===== src/rtl/bbt_ctrl.sv =====
// bbt_ctrl: evaluation sequencer for the 64-stage bbt bistable-ring PUF.
// Takes a seed challenge, walks RESP_W LFSR-derived challenges, and votes
// VOTES ring evaluations into each response bit.
//
// Handshakes: a transfer happens on a rising clk edge where valid and ready
// are both high. req_ready is high only in IDLE. resp_valid is high only in
// DONE and holds resp stable until resp_ready is seen.
//
// Optional feature: define BBT_CTRL_STABILITY_EN to flag response bits whose
// votes were not unanimous on resp_unstable. Otherwise that port is tied to 0.
module bbt_ctrl #(
    parameter int RST_CYC    = 16,
    parameter int SETTLE_CYC = 256,
    parameter int VOTES      = 15,
    parameter int RESP_W     = 8
) (
    input  logic              clk,
    input  logic              rst,
    input  logic              req_valid,
    output logic              req_ready,
    input  logic [63:0]       req_chal,
    output logic              resp_valid,
    input  logic              resp_ready,
    output logic [RESP_W-1:0] resp,
    output logic [RESP_W-1:0] resp_unstable,
    output logic [63:0]       puf_chal,
    output logic              puf_rst,
    input  logic              p_bit
);

    localparam int CNT_MAX = (RST_CYC > SETTLE_CYC) ? RST_CYC : SETTLE_CYC;
    localparam int CNT_W   = (CNT_MAX > 1) ? $clog2(CNT_MAX) : 1;
    localparam int VOTE_W  = (VOTES > 1) ? $clog2(VOTES) : 1;
    localparam int BIT_W   = (RESP_W > 1) ? $clog2(RESP_W) : 1;
    localparam int ONES_W  = $clog2(VOTES + 1);

    localparam logic [CNT_W-1:0]  RST_LAST    = CNT_W'(RST_CYC - 1);
    localparam logic [CNT_W-1:0]  SETTLE_LAST = CNT_W'(SETTLE_CYC - 1);
    localparam logic [VOTE_W-1:0] VOTE_LAST   = VOTE_W'(VOTES - 1);
    localparam logic [BIT_W-1:0]  BIT_LAST    = BIT_W'(RESP_W - 1);
    localparam logic [ONES_W-1:0] HALF        = ONES_W'(VOTES / 2);

    typedef enum logic [2:0] {
        S_IDLE,
        S_RESET,
        S_SETTLE,
        S_DECIDE,
        S_DONE
    } state_t;

    state_t              state_q;
    logic [CNT_W-1:0]    cnt_q;
    logic [VOTE_W-1:0]   vote_q;
    logic [BIT_W-1:0]    bit_q;
    logic [ONES_W-1:0]   ones_q;
    logic [63:0]         chal_q;
    logic [RESP_W-1:0]   resp_q;
    logic                req_ready_q;
    logic                resp_valid_q;
    logic                puf_rst_q;
    logic                sync1_q;
    logic                sync2_q;

    logic [63:0]         chal_d;
    logic [ONES_W-1:0]   ones_d;

    // Next LFSR challenge (taps 63,62,60,59) and vote count including this sample.
    assign chal_d = {chal_q[62:0], chal_q[63] ^ chal_q[62] ^ chal_q[60] ^ chal_q[59]};
    assign ones_d = ones_q + ONES_W'(sync2_q);

    // Two-flop synchronizer for the asynchronous ring output.
    always_ff @(posedge clk or negedge rst) begin
        if (!rst) begin
            sync1_q <= 1'b0;
            sync2_q <= 1'b0;
        end else begin
            sync1_q <= p_bit;
            sync2_q <= sync1_q;
        end
    end

    // Sequencer FSM with registered handshake and ring-reset outputs.
    always_ff @(posedge clk or negedge rst) begin
        if (!rst) begin
            state_q      <= S_IDLE;
            cnt_q        <= '0;
            vote_q       <= '0;
            bit_q        <= '0;
            ones_q       <= '0;
            chal_q       <= '0;
            resp_q       <= '0;
            req_ready_q  <= 1'b1;
            resp_valid_q <= 1'b0;
            puf_rst_q    <= 1'b1;
        end else begin
            case (state_q)
                S_IDLE: begin
                    if (req_valid && req_ready_q) begin
                        chal_q      <= req_chal;
                        bit_q       <= '0;
                        vote_q      <= '0;
                        ones_q      <= '0;
                        cnt_q       <= '0;
                        resp_q      <= '0;
                        req_ready_q <= 1'b0;
                        state_q     <= S_RESET;
                    end
                end
                S_RESET: begin
                    if (cnt_q == RST_LAST) begin
                        cnt_q     <= '0;
                        puf_rst_q <= 1'b0;
                        state_q   <= S_SETTLE;
                    end else begin
                        cnt_q <= cnt_q + CNT_W'(1);
                    end
                end
                S_SETTLE: begin
                    if (cnt_q == SETTLE_LAST) begin
                        cnt_q     <= '0;
                        ones_q    <= ones_d;
                        puf_rst_q <= 1'b1;
                        if (vote_q == VOTE_LAST) begin
                            state_q <= S_DECIDE;
                        end else begin
                            vote_q  <= vote_q + VOTE_W'(1);
                            state_q <= S_RESET;
                        end
                    end else begin
                        cnt_q <= cnt_q + CNT_W'(1);
                    end
                end
                S_DECIDE: begin
                    resp_q[bit_q] <= (ones_q > HALF);
                    if (bit_q == BIT_LAST) begin
                        resp_valid_q <= 1'b1;
                        state_q      <= S_DONE;
                    end else begin
                        chal_q  <= chal_d;
                        bit_q   <= bit_q + BIT_W'(1);
                        vote_q  <= '0;
                        ones_q  <= '0;
                        state_q <= S_RESET;
                    end
                end
                S_DONE: begin
                    if (resp_ready) begin
                        resp_valid_q <= 1'b0;
                        req_ready_q  <= 1'b1;
                        state_q      <= S_IDLE;
                    end
                end
                default: begin
                    state_q <= S_IDLE;
                end
            endcase
        end
    end

`ifdef BBT_CTRL_STABILITY_EN
    localparam logic [ONES_W-1:0] ALL_ONES = ONES_W'(VOTES);

    logic [RESP_W-1:0] unstable_q;

    // Mark a response bit whose votes were split; cleared on a new accept.
    always_ff @(posedge clk or negedge rst) begin
        if (!rst) begin
            unstable_q <= '0;
        end else if (state_q == S_IDLE && req_valid && req_ready_q) begin
            unstable_q <= '0;
        end else if (state_q == S_DECIDE) begin
            unstable_q[bit_q] <= (ones_q != '0) && (ones_q != ALL_ONES);
        end
    end

    assign resp_unstable = unstable_q;
`else
    assign resp_unstable = '0;
`endif

    assign req_ready  = req_ready_q;
    assign resp_valid = resp_valid_q;
    assign resp       = resp_q;
    assign puf_chal   = chal_q;
    assign puf_rst    = puf_rst_q;

endmodule

===== config.mk =====
export PLATFORM = sky130hd
export DESIGN_NAME = bbt_ctrl
export DESIGN_NICKNAME = d
export VERILOG_FILES = /design/src/rtl/bbt_ctrl.sv
export SDC_FILE = /design/constraint.sdc
export NUM_CORES = 1
export LEC_CHECK = 0
export CORE_UTILIZATION = 42
export DETAILED_ROUTE_END_ITERATION = 10
export PLACE_DENSITY = 0.74
export SLEW_MARGIN = 5
export SYNTH_ARGS = -nofsm -noshare
export SYNTH_HDL_FRONTEND = slang
export SYNTH_SLANG_ARGS = --single-unit

===== constraint.sdc =====
create_clock -name clk -period 2.1 [get_ports clk]
set_clock_uncertainty 0.15 [all_clocks]
set_input_delay 0.42 -clock clk [delete_from_list [all_inputs] [get_ports clk]]
set_output_delay 0.42 -clock clk [all_outputs]
set_load 0.01 [all_outputs]

### Word level (Yosys, flattened, before mapping)

Index checks and enable logic that the tools add are counted.

* $add $sub $neg: 4
* $mul: 0
* divide/modulo/power cells: 0
* order comparisons: 3
* eq/ne operators: 15
* shift-type cells: 0
* mux-type cells: 37
* bitwise gates (word level): 3
* reduce and logical (&&, ||, !) cells: 18

Operators with widths (count)
* 64-bit 2-to-1 mux: 2
* 64-bit one-hot mux with 2 select lines: 1
* 8-bit 2-to-1 mux: 3
* 4-bit one-hot mux with 3 select lines: 2
* 8-bit one-hot mux with 3 select lines: 1
* 3-bit 2-to-1 mux: 7
* 4-bit 2-to-1 mux: 5
* 8-bit one-hot mux with 2 select lines: 1
* 3-bit one-hot mux with 5 select lines: 1
* 2-bit inequality test, second input constant: 7
* 3-bit AND reduction: 4
* 8-bit by 1-bit adder with 8-bit output, second input constant: 1
* 8-bit bitwise mux: 1
* 8-bit by 4-bit equality test with 1-bit output, second input constant: 1
* 8-bit equality test, second input constant: 1
* 4-bit AND reduction: 2
* 2-bit nonzero test: 4
* 1-bit 2-to-1 mux: 7
* 3-bit by 2-bit equality test with 1-bit output, second input constant: 2
* 3-bit equality test, second input constant: 2
* 1-bit one-hot mux with 2 select lines: 3
* 3-bit one-hot mux with 2 select lines: 1
* 3-bit nonzero test: 2
* 5-bit AND reduction: 1
* 14 further kinds: 18

* flip-flop bits (word level): 99
* bits in latches: 0
* bits in writable memories: 0
* ROM bits: 0
* input bits: 69
* output and inout port bits: 83
* word-level logic and storage cells: 92
* memories: 0

### Logic depth before layout (Yosys ltp)

* depth in word-level cells: 6
* mapped depth: 8
* gate-level depth less buffers: 6

### Worst setup path before layout

OpenSTA, ideal clock, no wires.

* kind: reg-to-reg
* start point: register bit_q[1]
* end point: register ones_q[3]
* setup time: 0.077 ns
* data arrival time: 1.743 ns
* data required time: 1.873 ns
* setup slack: 0.130 ns
* stages on the path, launching flop included: 7
* buffers on the path: 0
* period minus slack after synthesis: 1.970 ns
* cells stage by stage: dfrtp_1 -> ha_1 -> ha_1 -> a21boi_0 -> o21ai_1 -> or4_1 -> a21oi_1

* longest elaborated chain between the ends: 3

Ends and longest elaborated chain
* start, declared: line 54 `logic [BIT_W-1:0] bit_q;`
* start signal, assigned: line 140 `bit_q <= bit_q + BIT_W'(1);`
* 3-bit equality test: line 135 `if (bit_q == BIT_LAST) begin`
* 2-bit inequality test (no source line)
* 4-bit AND reduction (no source line)
* end signal, assigned: line 121 `ones_q <= ones_d;`
* end, declared: line 55 `logic [ONES_W-1:0] ones_q;`

Every way passes these cells.
A chain may end at the register's enable or synchronous reset.

### Worst setup path after layout

* start point: register bit_q[0]
* end point: register chal_q[14] (netlist: puf_chal[14])

* longest elaborated chain between the ends: 3

Ends and longest elaborated chain
* 3-bit equality test: line 135
* 2-bit inequality test (no source line)
* 3-bit AND reduction (no source line)
* end signal, assigned: line 99 `chal_q <= req_chal;`
* end signal, assigned: line 139 `chal_q <= chal_d;`
* end, declared: line 56 `logic [63:0] chal_q;`

Every way passes these cells.

==> impl_metrics.json <==
{
  "setup.worst_path.class": "flip-flop to flip-flop",
  "syn_avg_cell_area_um2": 8.63,
  "ios": 152,
  "routed_wl_um": 12300,
  "antenna_found_initial": 0,
  "grt_overflow": 0,
  "clock_latency_ps": 360,
  "synth_seq_cells": 99,
  "start_kind": "flip-flop",
  "start_util_pct": 44.0,
  "htree_levels": 3,
  "path_clk_slew_ps": 70,
  "peakVddDrop_v": 0.000660,
  "hold_viol": 0,
  "power.total_mw": 3.84,
  "viasPerCell": 5.24,
  "synthAdderAreaFrac_pct": 1.80,
  "synth-simple-area-share_pct": 22.3,
  "dp.final_hpwl_um": 8790,
  "drive_gt1_share_pct": 9.13,
  "coreArea_um2": 11100,
  "final_nets": 783,
  "finalWeightedCongestion": 0.787,
  "clkSinkCount": 99,
  "synth_top_family_by_area": "simple AND/OR/NAND/NOR gates",
  "io_buffers": 143,
  "track_usage_pct": 21.1,
  "synthFlopType": "dfrtp_1",
  "grt_start_max_net_pins": 66,
  "critPathMaxFanout": 43,
  "route.detailed.drc": 0,
  "die-width_um": 110,
  "die_area_um2": 12000,
  "multiInputGateArea_um2": 2160,
  "finalMaxSlewViolations": 0,
  "synth_edf_count": 0,
  "post-route-util_pct": 62.3,
  "required_ps": 2220,
  "antenna_left": 0,
  "diodes": 0,
  "synthDistinctLibCells": 59,
  "rsz0062_at_grt": "true",
  "drt_iter0_drc": 214,
  "clockRootBuffer": "clkbuf_16",
  "maxCapViolCount": 0,
  "ys_seq_area_share_pct": 50.9,
  "status": "finished, final reports clean",
  "regArea_um2": 2480,
  "arrival_ps": 2100,
  "avgRoutedWirePerCell_um": 14.4,
  "synth_mux_area_share_pct": 1.33,
  "min_path_type": "flip-flop to flip-flop",
  "area_growth_pct": 41.6,
  "powerDensity_nw_per_um2": 556,
  "syn-cell-area_um2": 4870,
  "syn_inst": 565,
  "clockBufferDepth": 2,
  "async_flop_share_pct": 100,
  "rows": 38,
  "end_kind": "flip-flop",
  "grt_pass1_wl_um": 19700,
  "die_h_um": 110,
  "yosys.area_share.xor_xnor_pct": 0.539,
  "setup_viol_count_final": 0,
  "max_freq_ghz": 0.506,
  "first_global_vias": 4191,
  "post-route-period-util_pct": 94.2,
  "fin_setup_tns_ps": 0,
  "numCtsBuffers": 9,
  "nFillCells": 945,
  "synth_compound_gate_area_share_pct": 17.3,
  "vias": 4468,
  "period_needed_ps": 1980,
  "firstDrtPassIters": 4,
  "p_leak_nw": 3.05,
  "cts_tree": "done",
  "synth_warnings": 0
}
layout make-up:
class                      count  area share [%]
clock buffer                   9            3.26
clock inverter                 7            1.23
inverter                      11           0.598
multi-input combinational    414            31.3
sequential                    99            36.0
tap                          140            2.54
timing repair buffer         172            25.1
worst paths after layout:
check / slack (ps) / from / end / cells after the start
max in group asynchronous: 860 / rst / puf_rst / 3
worst min-delay path: 210 / sync1_q / sync2_q / 0
min in group asynchronous: 310 / rst / puf_chal[50] / 2
worst max register to register: 120 / bit_q[0] / puf_chal[14] / 8
worst max-delay path: 120 / bit_q[0] / puf_chal[14] / 8
worst min register to register: 210 / sync1_q / sync2_q / 0
cell usage in the layout, fill, tap and decap left out, types with 2 or more instances in the layout:
cell type | netlist | layout
nand2_1 | 144 | 144
nor2_1 | 72 | 72
buf_4 | 9 | 22
nor2b_1 | 4 | 4
o21ai_0 | 26 | 26
xnor2_1 | 3 | 3
inv_1 | 10 | 10
clkbuf_16 | 0 | 9
a31oi_1 | 70 | 70
buf_12 | 0 | 6
mux2i_1 | 2 | 2
nand3b_1 | 2 | 2
dfstp_2 | 2 | 2
or3_1 | 2 | 2
mux2_2 | 3 | 3
o211ai_1 | 4 | 4
clkinv_4 | 0 | 4
or2_2 | 2 | 2
nand4_1 | 2 | 2
o31ai_1 | 5 | 5
a21oi_1 | 10 | 10
clkdlybuf4s50_1 | 0 | 141
nor3b_1 | 4 | 3
nor3_1 | 3 | 3
conb_1 | 1 | 8
o21ai_1 | 2 | 2
nand3_1 | 9 | 9
ha_1 | 7 | 6
dfrtp_1 | 97 | 96
routing by layer:
metal / vias to the layer above / share of wire [%] / global-route usage, %
met5: - / 0 / 0
met4: 0 / 1.8 / 7.14
met3: 18 / 6.3 / 7.59
met2: 140 / 49 / 34.1
met1: 2099 / 43 / 26.1
li1: 2211 / - / -
stage by stage:
stage / setup slack (ps) / hold slack (ps) / area (um^2) / cells
6_report: 122 / 209 / 6900 / 852
5_1_grt: -17.0 / 220 / 6900 / 852
4_1_cts: 0.0731 / 213 / 6880 / 852
3_5_place_dp: -188 / 138 / 6560 / 835
3_3_place_gp: -127 / 138 / 6560 / 835
2_1_floorplan: 130 / -25.6 / 4900 / 572
synth_stat cells (all sizes together) (2+ instances only):
library cell	number	area [um^2]
o31ai	5	37.5
ha	7	87.6
nand3	9	45.0
nor3	3	15.0
inv	11	41.3
o211ai	4	30.0
mux2	4	45.0
mux2i	2	20.0
dfstp	2	52.6
xnor2	3	26.3
o21ai	28	140
nor3b	4	30.0
nor2b	4	25.0
buf	25	154
nor2	73	277
a31oi	70	438
dfrtp	97	2430
or3	2	12.5
a21oi	11	66.3
nand3b	2	15.0
or3b	2	17.5
clkbuf	23	86.3
nand2	144	541
nand4	2	12.5
or2	2	12.5
and2	2	15.0
worst max-delay path, stage by stage, from the launching register on:
cell      delay [ps]
dfrtp_1          380
ha_1             200
ha_2             180
buf_4            130
nand4b_1         130
o211a_4          280
buf_12           220
nor2_1            60
a31oi_1          150
flip-flops by register name (all words and copies together) (netlist names):
signal      cells
resp            8
state_q         3
sync2_q         1
cnt_q           8
req_ready       1
resp_valid      1
puf_chal       64
sync1_q         1
puf_rst         1
vote_q          4
ones_q          4
bit_q           3
what timing repair did:
action	in CTS	in global routing
endpoints found under the hold margin	12	0
setup buffers	0	0
endpoints found under the setup margin	0	45
hold buffers	1	0
resized for setup	0	7
power breakdown:
part,internal [mW],leakage [nW],switching (mW)
logic,0.130,1.63,0.0839
clock network,0.944,0.152,0.774
registers,1.91,1.27,0.000914
total,2.98,3.05,0.859
logic make-up after synthesis:
logic type | count (synthesis)
flip-flops | 99
AND/OR/NAND/NOR | 257
adder cells (fa/ha/maj) | 7
buffers and inverters | 59
XOR/XNOR | 3
multiplexers | 6
other | 1
AO/OA/AOI/OAI | 133
Note: power is estimated with default switching activity, not from simulation.
